### src/rtl/lsu_pkg.sv
// Shared definitions for the load/store unit.
//   state_t / St*  : FSM state encoding (IDLE, REQ, RESP, DONE)
//   SZ_*           : access size encodings on req_size
//   STRB_W         : width of the memory write strobe
//   is_misaligned  : alignment rule for a given size and low address bits
package lsu_pkg;

  typedef logic [1:0] state_t;

  localparam state_t StIdle = 2'd0;
  localparam state_t StReq  = 2'd1;
  localparam state_t StResp = 2'd2;
  localparam state_t StDone = 2'd3;

  localparam logic [1:0] SZ_B   = 2'b00;
  localparam logic [1:0] SZ_H   = 2'b01;
  localparam logic [1:0] SZ_W   = 2'b10;
  localparam logic [1:0] SZ_ILL = 2'b11;

  localparam int unsigned STRB_W = 4;

  // Bytes are always aligned; halves need addr[0]=0; words need addr[1:0]=0.
  function automatic logic is_misaligned(input logic [1:0] size, input logic [1:0] addr_lo);
    logic mis;
    mis = 1'b0;
    case (size)
      SZ_H:    mis = addr_lo[0];
      SZ_W:    mis = (addr_lo != 2'b00);
      default: mis = 1'b0;
    endcase
    return mis;
  endfunction

endpackage

### src/rtl/lsu_align.sv
// Purely combinational lane logic for the load/store unit.
// Store side: builds the lane-replicated write data and byte strobe from the
//   access size, low address bits and raw store data.
// Load side: shifts the read word down to the addressed byte, keeps 8/16/32
//   bits and zero- or sign-extends the result.
// Ports:
//   st_size, st_addr_lo, st_data -> st_wstrb, st_wdata
//   ld_size, ld_addr_lo, ld_unsigned, rdata -> ld_data
module lsu_align
  import lsu_pkg::*;
#(
  parameter int unsigned DATA_LEN = 32
) (
  input  logic [1:0]          st_size,
  input  logic [1:0]          st_addr_lo,
  input  logic [DATA_LEN-1:0] st_data,
  output logic [STRB_W-1:0]   st_wstrb,
  output logic [DATA_LEN-1:0] st_wdata,
  input  logic [1:0]          ld_size,
  input  logic [1:0]          ld_addr_lo,
  input  logic                ld_unsigned,
  input  logic [DATA_LEN-1:0] rdata,
  output logic [DATA_LEN-1:0] ld_data
);

  logic [DATA_LEN-1:0] shifted;

  always_comb begin
    st_wstrb = '0;
    st_wdata = '0;
    case (st_size)
      SZ_B: begin
        st_wdata = {4{st_data[7:0]}};
        st_wstrb = 4'b0001 << st_addr_lo;
      end
      SZ_H: begin
        st_wdata = {2{st_data[15:0]}};
        st_wstrb = 4'b0011 << st_addr_lo;
      end
      SZ_W: begin
        st_wdata = st_data;
        st_wstrb = 4'b1111;
      end
      default: begin
        st_wdata = '0;
        st_wstrb = '0;
      end
    endcase
  end

  always_comb begin
    shifted = rdata >> {ld_addr_lo, 3'b000};
    ld_data = shifted;
    case (ld_size)
      SZ_B: ld_data = ld_unsigned ? {{(DATA_LEN-8){1'b0}}, shifted[7:0]}
                                  : {{(DATA_LEN-8){shifted[7]}}, shifted[7:0]};
      SZ_H: ld_data = ld_unsigned ? {{(DATA_LEN-16){1'b0}}, shifted[15:0]}
                                  : {{(DATA_LEN-16){shifted[15]}}, shifted[15:0]};
      default: ld_data = shifted;
    endcase
  end

endmodule

### src/rtl/lsu.sv
// Load/store unit sitting behind exu. Latches one load or store request,
// runs it over a valid/ready memory bus and pulses done when finished.
// lsu_busy is high for the whole access so ifu can hold the PC.
// Ports:
//   clk, rst_n                      clock, async active-low reset
//   req_*                           request from exu (held until done)
//   lsu_busy, done, load_data,
//   misalign_err                    status / result back to the core
//   mem_req_*                       bus request channel (valid/ready)
//   mem_resp_*                      bus response channel (valid/ready)
// Every output is a register or a decode of the state register, so no bus
// input reaches a bus output combinationally.
module lsu
  import lsu_pkg::*;
#(
  parameter int unsigned DATA_LEN = 32
) (
  input  logic                clk,
  input  logic                rst_n,
  input  logic                req_valid,
  output logic                req_ready,
  input  logic                req_load,
  input  logic                req_store,
  input  logic [1:0]          req_size,
  input  logic                req_unsigned,
  input  logic [DATA_LEN-1:0] req_addr,
  input  logic [DATA_LEN-1:0] req_wdata,
  output logic                lsu_busy,
  output logic                done,
  output logic [DATA_LEN-1:0] load_data,
  output logic                misalign_err,
  output logic                mem_req_valid,
  input  logic                mem_req_ready,
  output logic [DATA_LEN-1:0] mem_req_addr,
  output logic                mem_req_wen,
  output logic [STRB_W-1:0]   mem_req_wstrb,
  output logic [DATA_LEN-1:0] mem_req_wdata,
  input  logic                mem_resp_valid,
  input  logic [DATA_LEN-1:0] mem_resp_rdata,
  output logic                mem_resp_ready
);

  state_t state_q, state_d;

  // Latched request qualifiers; the live req_* inputs are not trusted after
  // acceptance.
  logic       is_load_q;
  logic       uns_q;
  logic [1:0] size_q;
  logic [1:0] addr_lo_q;

  logic                is_req;
  logic                req_err;
  logic [STRB_W-1:0]   st_wstrb;
  logic [DATA_LEN-1:0] st_wdata;
  logic [DATA_LEN-1:0] ld_data;

  assign is_req  = (state_q == StIdle) && req_valid && (req_load || req_store);
  assign req_err = (req_load && req_store) || (req_size == SZ_ILL) ||
                   is_misaligned(req_size, req_addr[1:0]);

  lsu_align #(
    .DATA_LEN (DATA_LEN)
  ) u_align (
    .st_size     (req_size),
    .st_addr_lo  (req_addr[1:0]),
    .st_data     (req_wdata),
    .st_wstrb    (st_wstrb),
    .st_wdata    (st_wdata),
    .ld_size     (size_q),
    .ld_addr_lo  (addr_lo_q),
    .ld_unsigned (uns_q),
    .rdata       (mem_resp_rdata),
    .ld_data     (ld_data)
  );

  always_comb begin
    state_d = state_q;
    unique case (state_q)
      StIdle:  if (is_req) state_d = req_err ? StDone : StReq;
      StReq:   if (mem_req_ready) state_d = StResp;
      StResp:  if (mem_resp_valid) state_d = StDone;
      StDone:  state_d = StIdle;
      default: state_d = StIdle;
    endcase
  end

  always_ff @(posedge clk or negedge rst_n) begin
    if (!rst_n) begin
      state_q       <= StIdle;
      is_load_q     <= 1'b0;
      uns_q         <= 1'b0;
      size_q        <= SZ_B;
      addr_lo_q     <= 2'b00;
      load_data     <= '0;
      misalign_err  <= 1'b0;
      mem_req_addr  <= '0;
      mem_req_wen   <= 1'b0;
      mem_req_wstrb <= '0;
      mem_req_wdata <= '0;
    end else begin
      state_q <= state_d;
      if (is_req) begin
        is_load_q <= req_load;
        uns_q     <= req_unsigned;
        size_q    <= req_size;
        addr_lo_q <= req_addr[1:0];
        if (req_err) begin
          load_data    <= '0;
          misalign_err <= 1'b1;
        end else begin
          misalign_err  <= 1'b0;
          mem_req_addr  <= {req_addr[DATA_LEN-1:2], 2'b00};
          mem_req_wen   <= req_store;
          mem_req_wstrb <= req_store ? st_wstrb : '0;
          mem_req_wdata <= req_store ? st_wdata : '0;
        end
      end
      if ((state_q == StResp) && mem_resp_valid) begin
        // Stores complete through here too; their result is defined as zero.
        load_data <= is_load_q ? ld_data : '0;
      end
      if (state_q == StDone) begin
        misalign_err  <= 1'b0;
        mem_req_addr  <= '0;
        mem_req_wen   <= 1'b0;
        mem_req_wstrb <= '0;
        mem_req_wdata <= '0;
      end
    end
  end

  assign req_ready      = (state_q == StIdle);
  assign lsu_busy       = (state_q != StIdle);
  assign done           = (state_q == StDone);
  assign mem_req_valid  = (state_q == StReq);
  assign mem_resp_ready = (state_q == StResp);

endmodule

### config.mk
export PLATFORM = sky130hd
export DESIGN_NAME = lsu
export DESIGN_NICKNAME = d
export VERILOG_FILES = /design/src/rtl/lsu_pkg.sv /design/src/rtl/lsu_align.sv /design/src/rtl/lsu.sv
export SDC_FILE = /design/constraint.sdc
export NUM_CORES = 1
export LEC_CHECK = 0
export CAP_MARGIN = 40
export CORE_AREA = 4 4 85 146
export CTS_BUF_LIST = sky130_fd_sc_hd__clkbuf_4
export DETAILED_ROUTE_END_ITERATION = 8
export DIE_AREA = 0 0 89 150
export PLACE_DENSITY = 0.86
export SLEW_MARGIN = 25
export SYNTH_ARGS = -nofsm -noshare
export SYNTH_HDL_FRONTEND = slang
export SYNTH_SLANG_ARGS = --single-unit
### constraint.sdc
create_clock -name clk -period 4.57 [get_ports clk]
set_clock_uncertainty 0.05 [all_clocks]
set_input_delay 1.1425 -clock clk [delete_from_list [all_inputs] [get_ports clk]]
set_output_delay 1.1425 -clock clk [all_outputs]
set_load 0.01 [all_outputs]
# [Yosys cells after proc, flatten, opt, wreduce, memory -nomap -nowiden]
# Cells that the tools add are included.
[word_totals] register_bits=110 latch_bits=0 ram_bits=0 mem_bits_ro=0 input_bits=106 out_inout_bits=107 wordCells=75 memories=0
[op_classes] add_sub_neg=0 n_mul=0 div_mod_pow=0 n_lt_le_gt_ge=0 n_eq_ne=11 shifts=3 n_mux=32 bitwise_logic=0 reduce_logical=18
[ops] op="$mux 32" count=13
[ops] op="$pmux 32 s3" count=1
[ops] op="$pmux 32 s2" count=1
[ops] op="$shr 32x5->32" count=1
[ops] op="$mux 4" count=4
[ops] op="$pmux 4 s3" count=1
[ops] op="$reduce_bool 2->1" count=5
[ops] op="$eq 2x2->1 const B" count=4
[ops] op="$mux 2" count=4
[ops] op="$pmux 2 s4" count=1
[ops] op="$eq 2x1->1 const B" count=3
[ops] op="$logic_not 2->1" count=3
[ops] op="$mux 1" count=6
[ops] op="$logic_and 1x1->1" count=4
[ops] op="$ne 2x1->1 const B" count=2
[ops] op="$ne 2x2->1 const B" count=2
[ops] op="$reduce_and 2->1" count=2
[ops] op="$shl 1x2->4 const A" count=1
[ops] op="$shl 2x2->4 const A" count=1
[ops] op="$logic_or 1x1->1" count=3
[ops] op="$reduce_and 3->1" count=1
[ops] op="$pmux 1 s2" count=1

# [Logic depth before layout (Yosys ltp)]
# Gate-level depths: netlist of run 1.
[logic_depth] depth_word=6 mapped_depth=10 ltp_nobuf=6

# [By module]
# From an unflattened synthesis of run 1, not the netlist that was laid out.
[hier_totals] cells_unflattened=629 area_unflattened_um2=6088.3
[by_module_without_submodules] mod="lsu" instances=1 cells_per_inst=444 area_each_um2=4850.9 seq_area_each_um2=2702.6
[by_module_without_submodules] mod="lsu_align" instances=1 cells_per_inst=185 area_each_um2=1237.4 seq_area_each_um2=0.0

# [Least setup slack after synthesis of run 1]
# No wires, ideal clock.
[synth_timing] path_type="input-to-reg" start="in req_size[0]" end="reg mem_req_wdata[16]" setup_ns=0.123 t_arrival_ns=2.399 t_required_ns=4.397 slack_ns=1.998 stages=10 path_buffers=4 path_cell_list="inv_1 ha_1 buf_2 o211ai_2 and4b_1 buf_4 nand2b_1 buf_2 buf_6 o2bb2ai_2"
[synth_between] elab_chain_cells=6 word_cells_on_any_way=14 cone_classes="4 x eq/ne; 6 x mux; 4 x reduce/logical"
[synth_lines] element="from (decl)" line="lsu.sv:24" text="input logic [1:0] req_size,"
[synth_lines] element="$eq 2x2->1, or another cell as far along" line="lsu_pkg.sv:26, lsu_align.sv:31"
[synth_lines] element="$pmux 32 s3" line="lsu_align.sv:31" text="case (st_size)"
[synth_lines] element="$mux 32" line="lsu.sv:116" text="mem_req_wdata <= req_store ? st_wdata : '0;"
[synth_lines] element="$mux 32" line="lsu.sv:108" text="if (req_err) begin"
[synth_lines] element="$mux 32" line="lsu.sv:103" text="if (is_req) begin"
[synth_lines] element="$mux 32" line="lsu.sv:123" text="if (state_q == StDone) begin"
[synth_lines] element="to (signal assigned)" line="lsu.sv:116"
[synth_lines] element="to (decl)" line="lsu.sv:37" text="output logic [DATA_LEN-1:0] mem_req_wdata,"
# Several ways; a longest one is shown, not always the timed one. The select of a mux whose other input is x is not followed.
# A chain may end at the register's enable or synchronous reset.

# [Worst setup path after layout of run 1]
[layout_timing] start="in req_size[1]" end="reg mem_req_wdata[11]"
# The elaborated chain is that of the path after synthesis.

==> run_results.csv, run 1 <==
group,metric,value,unit
run_status,outcome,"completed",
global_routing,grt_usage,25.02,%
global_routing,antenna_found_initial,1,
hold_path,worstHoldPathCells,1,
power_and_ir_drop,p_leak,3.221,nW
sta,worst_pin_slew,0.6526,ns
power_and_ir_drop,power.density,474.0,nW/um2
logic_synthesis,yosys_warnings,0,
clock_tree,clock_sinks,108,
cells_and_area,final_nets,795,
global_routing,grt.overflow.total,0,
sta,drv_slew,0,
floorplanning,core_area,11170,um2
worst_setup_path,crit_path_top_delay_cell,"clkdlybuf4s50_1",
clock_tree,ctsHoldBuffers,0,
worst_setup_path,cp.required,4.92,ns
worst_setup_path,crit_arrival,3.64,ns
global_routing,grt_pass1_vias,5055,
detailed_routing,vias,4711,
clock_tree,path_clk_slew,0.18,ns
clock_tree,clk_latency,0.47,ns
worst_setup_path,setup.worst_path.class,"input pin to flop",
sta,fmax,304.0,MHz
clock_tree,clock_path_buffers,2,
logic_synthesis,synth.distinct_cells,43,
logic_synthesis,synthFlopType,"dfrtp_1",
sta,hold_violations,0,
power_and_ir_drop,total_power,3.591,mW
floorplanning,rows,51,
cells_and_area,fillers,852,
hold_path,hold_path_class,"flop to flop",
detailed_routing,drc,0,
hold_path,hold_end,"load_data[15]$_DFFE_PN0P_",
logic_synthesis,synth-edff-count,0,
floorplanning,die_height,150,um
floorplanning,io_pins,213,
worst_setup_path,crit_path_start,"req_size[1]",
logic_synthesis,synthCells,488,
worst_setup_path,r2r_slack,2.14,ns
worst_setup_path,cp_cell_sequence,"clkdlybuf4s50_1, inv_1, ha_1, nand3_1, and4b_1, nor2_4, buf_4, o2bb2ai_1",
worst_setup_path,ff2ff_path_depth,9,
clock_tree,cts_htree_levels,3,
worst_setup_path,r2r-start,"state_q[1]$_DFFE_PN0P_",
global_routing,grt_pass1_wl,25.83,mm
detailed_routing,wl,16.46,mm
clock_tree,cts_tree,"built",
floorplanning,initial_core_util,47.42,%
logic_synthesis,syn_area,5295,um2
placed_design,hpwl,12.53,mm
clock_tree,cts-buffers-inserted,9,
sta,period_share,71.98,%
floorplanning,dieArea,13350,um2
detailed_routing,wl_per_cell,20.12,um
sta,setup_tns,0,ns
detailed_routing,ant_nets,0,
cells_and_area,drive_gt1_share,9.343,%
detailed_routing,via_per_inst,5.759,
detailed_routing,first_pass_iters,5,
sta,period_minus_slack,3.289,ns
logic_synthesis,yosysSeqAreaShare,51.04,%
cells_and_area,area_growth,43.10,%
worst_setup_path,max_stage_delay,0.51,ns
logic_synthesis,synth.avg_cell_area,10.85,um2
clock_tree,root_buffer,"clkbuf_4",
sta,maxSlewHeadroom,56.49,%
worst_setup_path,cp_max_fo,17,
sta,rsz0062_at_grt,"false",
clock_tree,postCtsSetupRepairBufs,0,
sta,setup_viol,0,
hold_path,hold_start,"load_data[15]$_DFFE_PN0P_",
placed_design,routabilityCongestion,0.8994,
logic_synthesis,synth-seq-cells,108,
logic_synthesis,synthArstFlopShare,100.0,%
power_and_ir_drop,ir_drop,314.0,uV
worst_setup_path,endpoint_kind,"flop",
flow_run,maxCapViolCount,0,
placed_design,io_buffers,210,
worst_setup_path,r2r_end,"mem_req_wdata[11]$_DFFE_PN0P_",
detailed_routing,drt_iter0_markers,189,
worst_setup_path,cp-start-kind,"input pin",
global_routing,grt_max_degree,40,
floorplanning,die_width,89,um
clock_tree,cts_resized,0,
## how the worst max path moves through the flow
stage                               endpoint  slack (ns)  cells past startpoint
4_1_cts                                 done        1.29                      3
3_5_place_dp    mem_req_wdata[8]$_DFFE_PN0P_        0.81                      8
3_3_place_gp    mem_req_wdata[8]$_DFFE_PN0P_        0.97                      8
2_1_floorplan  mem_req_wdata[16]$_DFFE_PN0P_        2.00                     10
6_report       mem_req_wdata[11]$_DFFE_PN0P_        1.28                      8
5_1_grt        mem_req_wdata[11]$_DFFE_PN0P_        1.10                      8
## per-layer routing
metal / global-route usage (%) / up-vias / part of all wire, %
met2: 44.61 / 257 / 53
met1: 28.11 / 2258 / 35
met4: 9.613 / 0 / 2.8
met5: 0 / - / 0
met3: 6.006 / 29 / 8.5
li1: - / 2167 / -
## report_power, final
group          internal (mW)  total [mW]  switching [mW]
clock network          0.133       0.497           0.364
registers               1.19        1.39           0.202
logic                  0.874        1.70           0.827
## kinds of logic (layout without fill, tap and decap cells)
logic type                 Yosys count  in the layout  synth area share (%)
AOI/OAI and AO/OA                  169            169                 24.98
and+or+nand+nor                    126            126                 11.51
DFF                                108            108                 51.04
buffers and inverters               49            245                 4.797
muxes                               26             26                 5.482
adders and majority gates            9              9                 2.127
other                                1              3               0.07082
## cells in the mapped netlist, types with 8 or more instances
cell | n | area, um2
dfrtp_1 | 108 | 2703
nand2_1 | 73 | 274.0
a21oi_1 | 59 | 295.3
buf_2 | 20 | 100.1
mux2i_1 | 20 | 200.2
o2bb2ai_2 | 19 | 285.3
o21ai_0 | 18 | 90.09
a22o_1 | 17 | 148.9
a211o_1 | 15 | 131.4
clkbuf_1 | 14 | 52.55
nand3b_1 | 13 | 97.59
nor2_1 | 13 | 48.80
o2bb2ai_1 | 13 | 113.9
ha_1 | 9 | 112.6
a221o_1 | 8 | 80.08
a22oi_1 | 8 | 60.06
nor2b_1 | 8 | 50.05
## placed cells by master, fill, tap and decap left out, types with 8 or more instances in the layout
cell | Yosys | routed
ha_1 | 9 | 9
nand2_1 | 73 | 73
a221o_1 | 8 | 8
nor2b_1 | 8 | 8
buf_4 | 4 | 13
mux2i_1 | 20 | 20
clkdlybuf4s50_1 | 0 | 209
dfrtp_1 | 108 | 108
nand3b_1 | 13 | 13
a21oi_1 | 59 | 58
o2bb2ai_1 | 13 | 13
a22o_1 | 17 | 17
o21ai_0 | 18 | 18
clkbuf_4 | 0 | 9
a211o_1 | 15 | 15
nor2_1 | 13 | 13
a22oi_1 | 8 | 8
o2bb2ai_2 | 19 | 19
## layout make-up
type                            instances  area (um2)  share of cell area (%)
Clock buffer                            9       67.56                  0.8917
Antenna cell                            1       2.502                 0.03303
Inverter                                7       26.28                  0.3468
Timing Repair Buffer                  222        2190                   28.90
Tap cell                              132       165.2                   2.180
Sequential cell                       108        2703                   35.67
Multi-Input combinational cell        332        2346                   30.96
Clock inverter                          7       77.57                   1.024
## registers in the layout, summed over array words and instances, names as in the netlist
signal and count:
mem_req_wen 1, misalign_err 1, mem_req_wdata 32, is_load_q 1, addr_lo_q 2, size_q 2, mem_req_addr 30, uns_q 1
state_q 2, mem_req_wstrb 4, load_data 32
## stage by stage
stage | cells | setup slack (ns) | cell area (um2) | hold slack [ns] | util (%)
5_1_grt | 818 | 1.097 | 7577 | 0.4929 | 67.85
3_3_place_gp | 801 | 0.9664 | 7430 | 0.4239 | 66.53
3_5_place_dp | 801 | 0.8086 | 7430 | 0.4237 | 66.53
4_1_cts | 817 | 1.288 | 7575 | 0.4709 | 67.83
2_1_floorplan | 489 | 1.998 | 5299 | 0.4450 | -
6_report | 818 | 1.281 | 7577 | 0.4702 | 67.85
## worst max-delay path: cells and delay by family
kind	cells	cell delay (ns)
fa+ha+maj	1	0.43
compound gates	1	0.15
simple gates	3	0.88
buf+inv	3	1.03
Note: power is estimated with default switching activity, not from simulation.
==> run 2: changes to the inputs <==
--- a/config.mk
+++ b/config.mk
@@ -6,11 +6,11 @@
 export NUM_CORES = 1
 export LEC_CHECK = 0
 export CAP_MARGIN = 40
-export CORE_AREA = 4 4 85 146
+export CORE_AREA = 4 4 87 151
 export CTS_BUF_LIST = sky130_fd_sc_hd__clkbuf_4
 export DETAILED_ROUTE_END_ITERATION = 8
-export DIE_AREA = 0 0 89 150
-export PLACE_DENSITY = 0.86
+export DIE_AREA = 0 0 91 155
+export PLACE_DENSITY = 0.82
 export SLEW_MARGIN = 25
 export SYNTH_ARGS = -nofsm -noshare
 export SYNTH_HDL_FRONTEND = slang
==> constraint.sdc (replaced) <==
create_clock -name clk -period 3.3 [get_ports clk]
set_clock_uncertainty 0.05 [all_clocks]
set_input_delay 0.825 -clock clk [delete_from_list [all_inputs] [get_ports clk]]
set_output_delay 0.825 -clock clk [all_outputs]
set_load 0.01 [all_outputs]
==> run 2 against run 1 <==
Die area is 5.7% higher. Power is 39% higher. Critical path depth down 5. Design area increased by 1.5%.
==> run_results.csv, run 2 (synthesis gave the netlist of run 1 again) <==
group,metric,value,unit
run_status,outcome,"completed",
floorplanning,dieArea,14110,um2
sta,hold_violations,0,
worst_setup_path,crit_arrival,1.98,ns
clock_tree,cts_tree,"built",
clock_tree,root_buffer,"clkbuf_4",
global_routing,grt_max_degree,52,
global_routing,grt_pass1_vias,4867,
sta,fmax,350.4,MHz
detailed_routing,wl,16.04,mm
global_routing,grt_usage,22.32,%
floorplanning,core_area,11940,um2
detailed_routing,wl_per_cell,19.26,um
sta,setup_tns,0,ns
floorplanning,initial_core_util,44.36,%
global_routing,grt.overflow.total,0,
clock_tree,cts_htree_levels,3,
flow_run,maxCapViolCount,0,
power_and_ir_drop,ir_drop,399.9,uV
clock_tree,ctsHoldBuffers,0,
sta,rsz0062_at_grt,"false",
cells_and_area,seqCellArea,2703,um2
worst_setup_path,r2r_end,"mem_req_wdata[3]$_DFFE_PN0P_",
worst_setup_path,ff2ff_path_depth,7,
cells_and_area,drive_gt1_share,10.65,%
global_routing,antenna_found_initial,1,
cells_and_area,reg.largest.list,"load_data (32), mem_req_wdata (32), mem_req_addr (30)",
sta,setup_viol,0,
clock_tree,path_clk_slew,0.17,ns
cells_and_area,layout_common_cells,"clkdlybuf4s50_1, dfrtp_1, nand2_1",
global_routing,grt_pass1_wl,25.03,mm
detailed_routing,drc,0,
cells_and_area,area_growth,45.18,%
worst_setup_path,cp.required,2.42,ns
power_and_ir_drop,power.density,648.4,nW/um2
worst_setup_path,r2r-start,"state_q[0]$_DFFE_PN0P_",
hold_path,hold_path_class,"input pin to async pin",
sta,period_share,86.48,%
clock_tree,clock_path_buffers,2,
detailed_routing,via_per_inst,5.600,
sta,maxSlewHeadroom,52.21,%
floorplanning,rows,53,
placed_design,io_buffers,210,
worst_setup_path,endpoint_kind,"output port",
sta,worst_pin_slew,0.7152,ns
worst_setup_path,cp_max_fo,6,
worst_setup_path,r2r_slack,0.95,ns
cells_and_area,layout_commonest_cell,"clkdlybuf4s50_1",
power_and_ir_drop,p_leak,3.285,nW
clock_tree,cts-buffers-inserted,9,
power_and_ir_drop,total_power,4.985,mW
detailed_routing,drt_iter0_markers,209,
worst_setup_path,setup.worst_path.class,"flop to output port",
floorplanning,io_pins,213,
cells_and_area,final_nets,805,
detailed_routing,ant_nets,0,
sta,period_minus_slack,2.854,ns
cells_and_area,fillers,968,
detailed_routing,first_pass_iters,4,
cells_and_area,multi_input_comb_area,2354,um2
clock_tree,cts_resized,0,
placed_design,hpwl,12.20,mm
floorplanning,die_width,91,um
worst_setup_path,cp-start-kind,"flop",
clock_tree,clock_sinks,108,
clock_tree,clk_latency,0.46,ns
sta,drv_slew,0,
detailed_routing,vias,4665,
clock_tree,postCtsSetupRepairBufs,0,
floorplanning,die_height,155,um
placed_design,routabilityCongestion,0.8644,
run 2: changes by cell type in the layout (fill, tap and decap cells not counted):
cell | before | now
a21oi_2 | 1 | 0
a21oi_4 | 0 | 1
buf_12 | 0 | 1
buf_16 | 0 | 1
buf_4 | 13 | 21
clkinv_4 | 1 | 2
clkinv_8 | 1 | 0
clkinvlp_4 | 1 | 0
inv_6 | 0 | 3
inv_8 | 4 | 2
run 2: worst max-delay path, cell delays in order (launching register included):
cell,delay [ns]
dfrtp_1,0.44
inv_1,0.13
ha_1,0.32
clkdlybuf4s50_1,0.62
run 2: through the flow:
| step | setup slack (ns) | cells | util, % | hold slack (ns) | area (um2) |
|---|---|---|---|---|---|
| 6_report | 0.4461 | 833 | 64.40 | 0.3046 | 7687 |
| 5_1_grt | 0.3180 | 833 | 64.40 | 0.3124 | 7687 |
| 4_1_cts | 0.3877 | 832 | 64.38 | 0.3081 | 7685 |
| 3_5_place_dp | 0.1248 | 816 | 63.26 | 0.4234 | 7551 |
| 3_3_place_gp | -0.06642 | 815 | 62.97 | 0.4241 | 7516 |
| 2_1_floorplan | 1.045 | 489 | - | 0.4450 | 5299 |
run 2: worst max path at each step:
stage	startpoint	end	slack, ns	depth (start not counted)
floorplan	req_size[0]	mem_req_wdata[16]$_DFFE_PN0P_	1.05	10
global placement	req_size[1]	load_data[14]$_DFFE_PN0P_	-0.07	8
detailed placement	req_size[1]	mem_req_wdata[5]$_DFFE_PN0P_	0.12	9
CTS	state_q[0]$_DFFE_PN0P_	mem_resp_ready	0.39	3
global route	state_q[0]$_DFFE_PN0P_	mem_resp_ready	0.32	3
finish	state_q[0]$_DFFE_PN0P_	mem_resp_ready	0.45	3
run 2: area by class of cell:
class                           count  area share (%)
Timing Repair Buffer              232           29.88
Clock buffer                        9          0.8789
Clock inverter                      7          0.8626
Multi-Input combinational cell    332           30.62
Sequential cell                   108           35.16
Inverter                            7          0.3418
Tap cell                          137           2.230
Antenna cell                        1         0.03255
run 2: where the power goes:
group	switching [mW]	total, mW	internal [mW]
Clock	0.481	0.659	0.177
Combinational	1.18	2.44	1.25
Sequential	0.240	1.89	1.65
run 2: metal layers:
metal	routed length, um	track usage, %
met1	6099	25.74
met2	8333	39.11
met3	1140	6.676
met4	469	7.842
met5	0	0
==> variant (flow settings as in run 2) <==
Change the package constant `STRB_W` from 4 to 6.
--- a/src/rtl/lsu_pkg.sv
+++ b/src/rtl/lsu_pkg.sv
@@ -18,5 +18,5 @@
   localparam logic [1:0] SZ_ILL = 2'b11;
 
-  localparam int unsigned STRB_W = 4;
+  localparam int unsigned STRB_W = 6;
 
   // Bytes are always aligned; halves need addr[0]=0; words need addr[1:0]=0.
Interface: changed (resized mem_req_wstrb); port bits go from 213 to 215. The function was not compared with the original's and may differ.
==> variant against run 2 <==
  * Total power up 4.7%
  * Area after synthesis is 1.4% higher
  * Synthesized cell count is 1.0% higher
  * Hold slack gained 0.045 ns
  * Clock power up 18%
  * Setup slack better by 0.031 ns
  * Count of clock-buffer cells in the layout grew 1
  * Sequential share of layout area decreased by 0.10 points
  * Final area is 1.2% higher
  * Sequential cell count grew 1
  * Combinational power increased by 3%
  * Wire length grew 1.9%
  * Critical path type unchanged
  * Highest routed layer unchanged
==> variant: results (changes against run 2) <==
* Outcome: completed
* Largest net degree at the start of global routing at 110 (+110%)
* Slowest cell delay on critical path at 0.64 ns (+0.02 ns)
* Pleak at 3.32 nW (+1.0%)
* Final nets at 810 (+0.62%)
* FILL cells at 976 (+0.83%)
* Top post-synthesis cells by area: dfrtp_1 (51%), o2bb2ai_2 (5.3%), a21oi_1 (5.1%), nand2_1 (5.1%), mux2i_1 (3.7%)
* Min-delay worst type: in -> async
* Post-synthesis mux area share at 0.0503 (-0.00449)
* Global-route wire length before repair at 26100 um (+4.1%)
* Unique masters post-synth at 44 (+2.3%)
* GRT met1 Usage at 0.252 (-0.00521)
* DRC Markers at 0 (unchanged)
* Dpl cells at 821 (+0.61%)
* Met3 GRT Util at 0.0687 (+0.00194)
* GRT Overall Usage at 0.230 (+0.00732)
* Final GP Congestion at 0.841 (-2.7%)
* Port Buffer Count at 211 (+0.48%)
* Arrival @ worst endpoint at 1.95 ns (-0.03 ns)
* Vias in the first global route at 4984 (+2.4%)
* Met2 Usage GRT at 0.414 (+0.0225)
* Cells after Synth at 493 (+1.0%)
* Share of layout cells above drive strength 1 at 0.106 (-0.000761)
* WL/cell at 19.5 um (+1.3%)
* Slew HR at 0.513 (-0.00881)
* Fin cells at 838 (+0.60%)
* Initial drt markers at 193 (-7.7%)
* Fraction of the mapped netlist area in compound gates at 0.252 (+0.00210)
-- variant: final cells by class --
class,instances,area [um^2],area share
tap,137,171,0.0220
multi-input combinational,335,2390,0.307
sequential,109,2730,0.351
timing repair buffer,232,2290,0.295
clock buffer,10,75.1,0.00965
antenna,1,2.50,0.000322
inverter,8,30.0,0.00386
clock inverter,6,93.8,0.0121
-- variant: metal layers --
metal,part of all wire,wire (um),vias to the layer above
met5,0,0,-
met4,0.032,517,0
met3,0.081,1320,33
met2,0.52,8510,216
met1,0.37,5990,2330
li1,-,-,2192
-- variant: through the flow --
step	hold WS, ns	utilization	area, um^2	setup TNS [ns]
final	0.350	0.652	7780	0
after detailed placement	0.423	0.638	7610	0
after floorplan	0.445	-	5380	0
after CTS	0.379	0.652	7780	0
after global placement	0.423	0.637	7600	-0.0981
after global routing	0.382	0.652	7780	0
-- variant: worst paths after layout --
| kind | slack [ns] | end | start | cells after the start |
|---|---|---|---|---|
| max in group asynchronous | 2.39 | load_data[31] | rst_n | 2 |
| worst max-delay path | 0.48 | mem_resp_ready | state_q[0] | 3 |
| min in group clk | 0.46 | load_data[17] | load_data[17] | 1 |
| worst min register to register | 0.46 | load_data[17] | load_data[17] | 1 |
| worst max register to register | 1.04 | mem_req_addr[26] | state_q[0] | 8 |
| worst min-delay path | 0.35 | load_data[7] | rst_n | 2 |
-- variant: power by group --
group          total [mW]  switching (mW)  internal (mW)
Clock               0.776           0.453          0.323
Sequential           1.94           0.251           1.69
Combinational        2.51            1.21           1.29
-- variant: critical path, delay by kind of cell (launching register included) --
kind	cells	cell delay [ns]
flops	1	0.43
fa+ha+maj	1	0.31
buf+inv	2	0.76
-- variant: logic make-up after synthesis --
logic type	count (synthesis)
mux	25
compound gates	170
flops	109
buf+inv	51
other cells	1
fa+ha+maj	9
simple gates	128
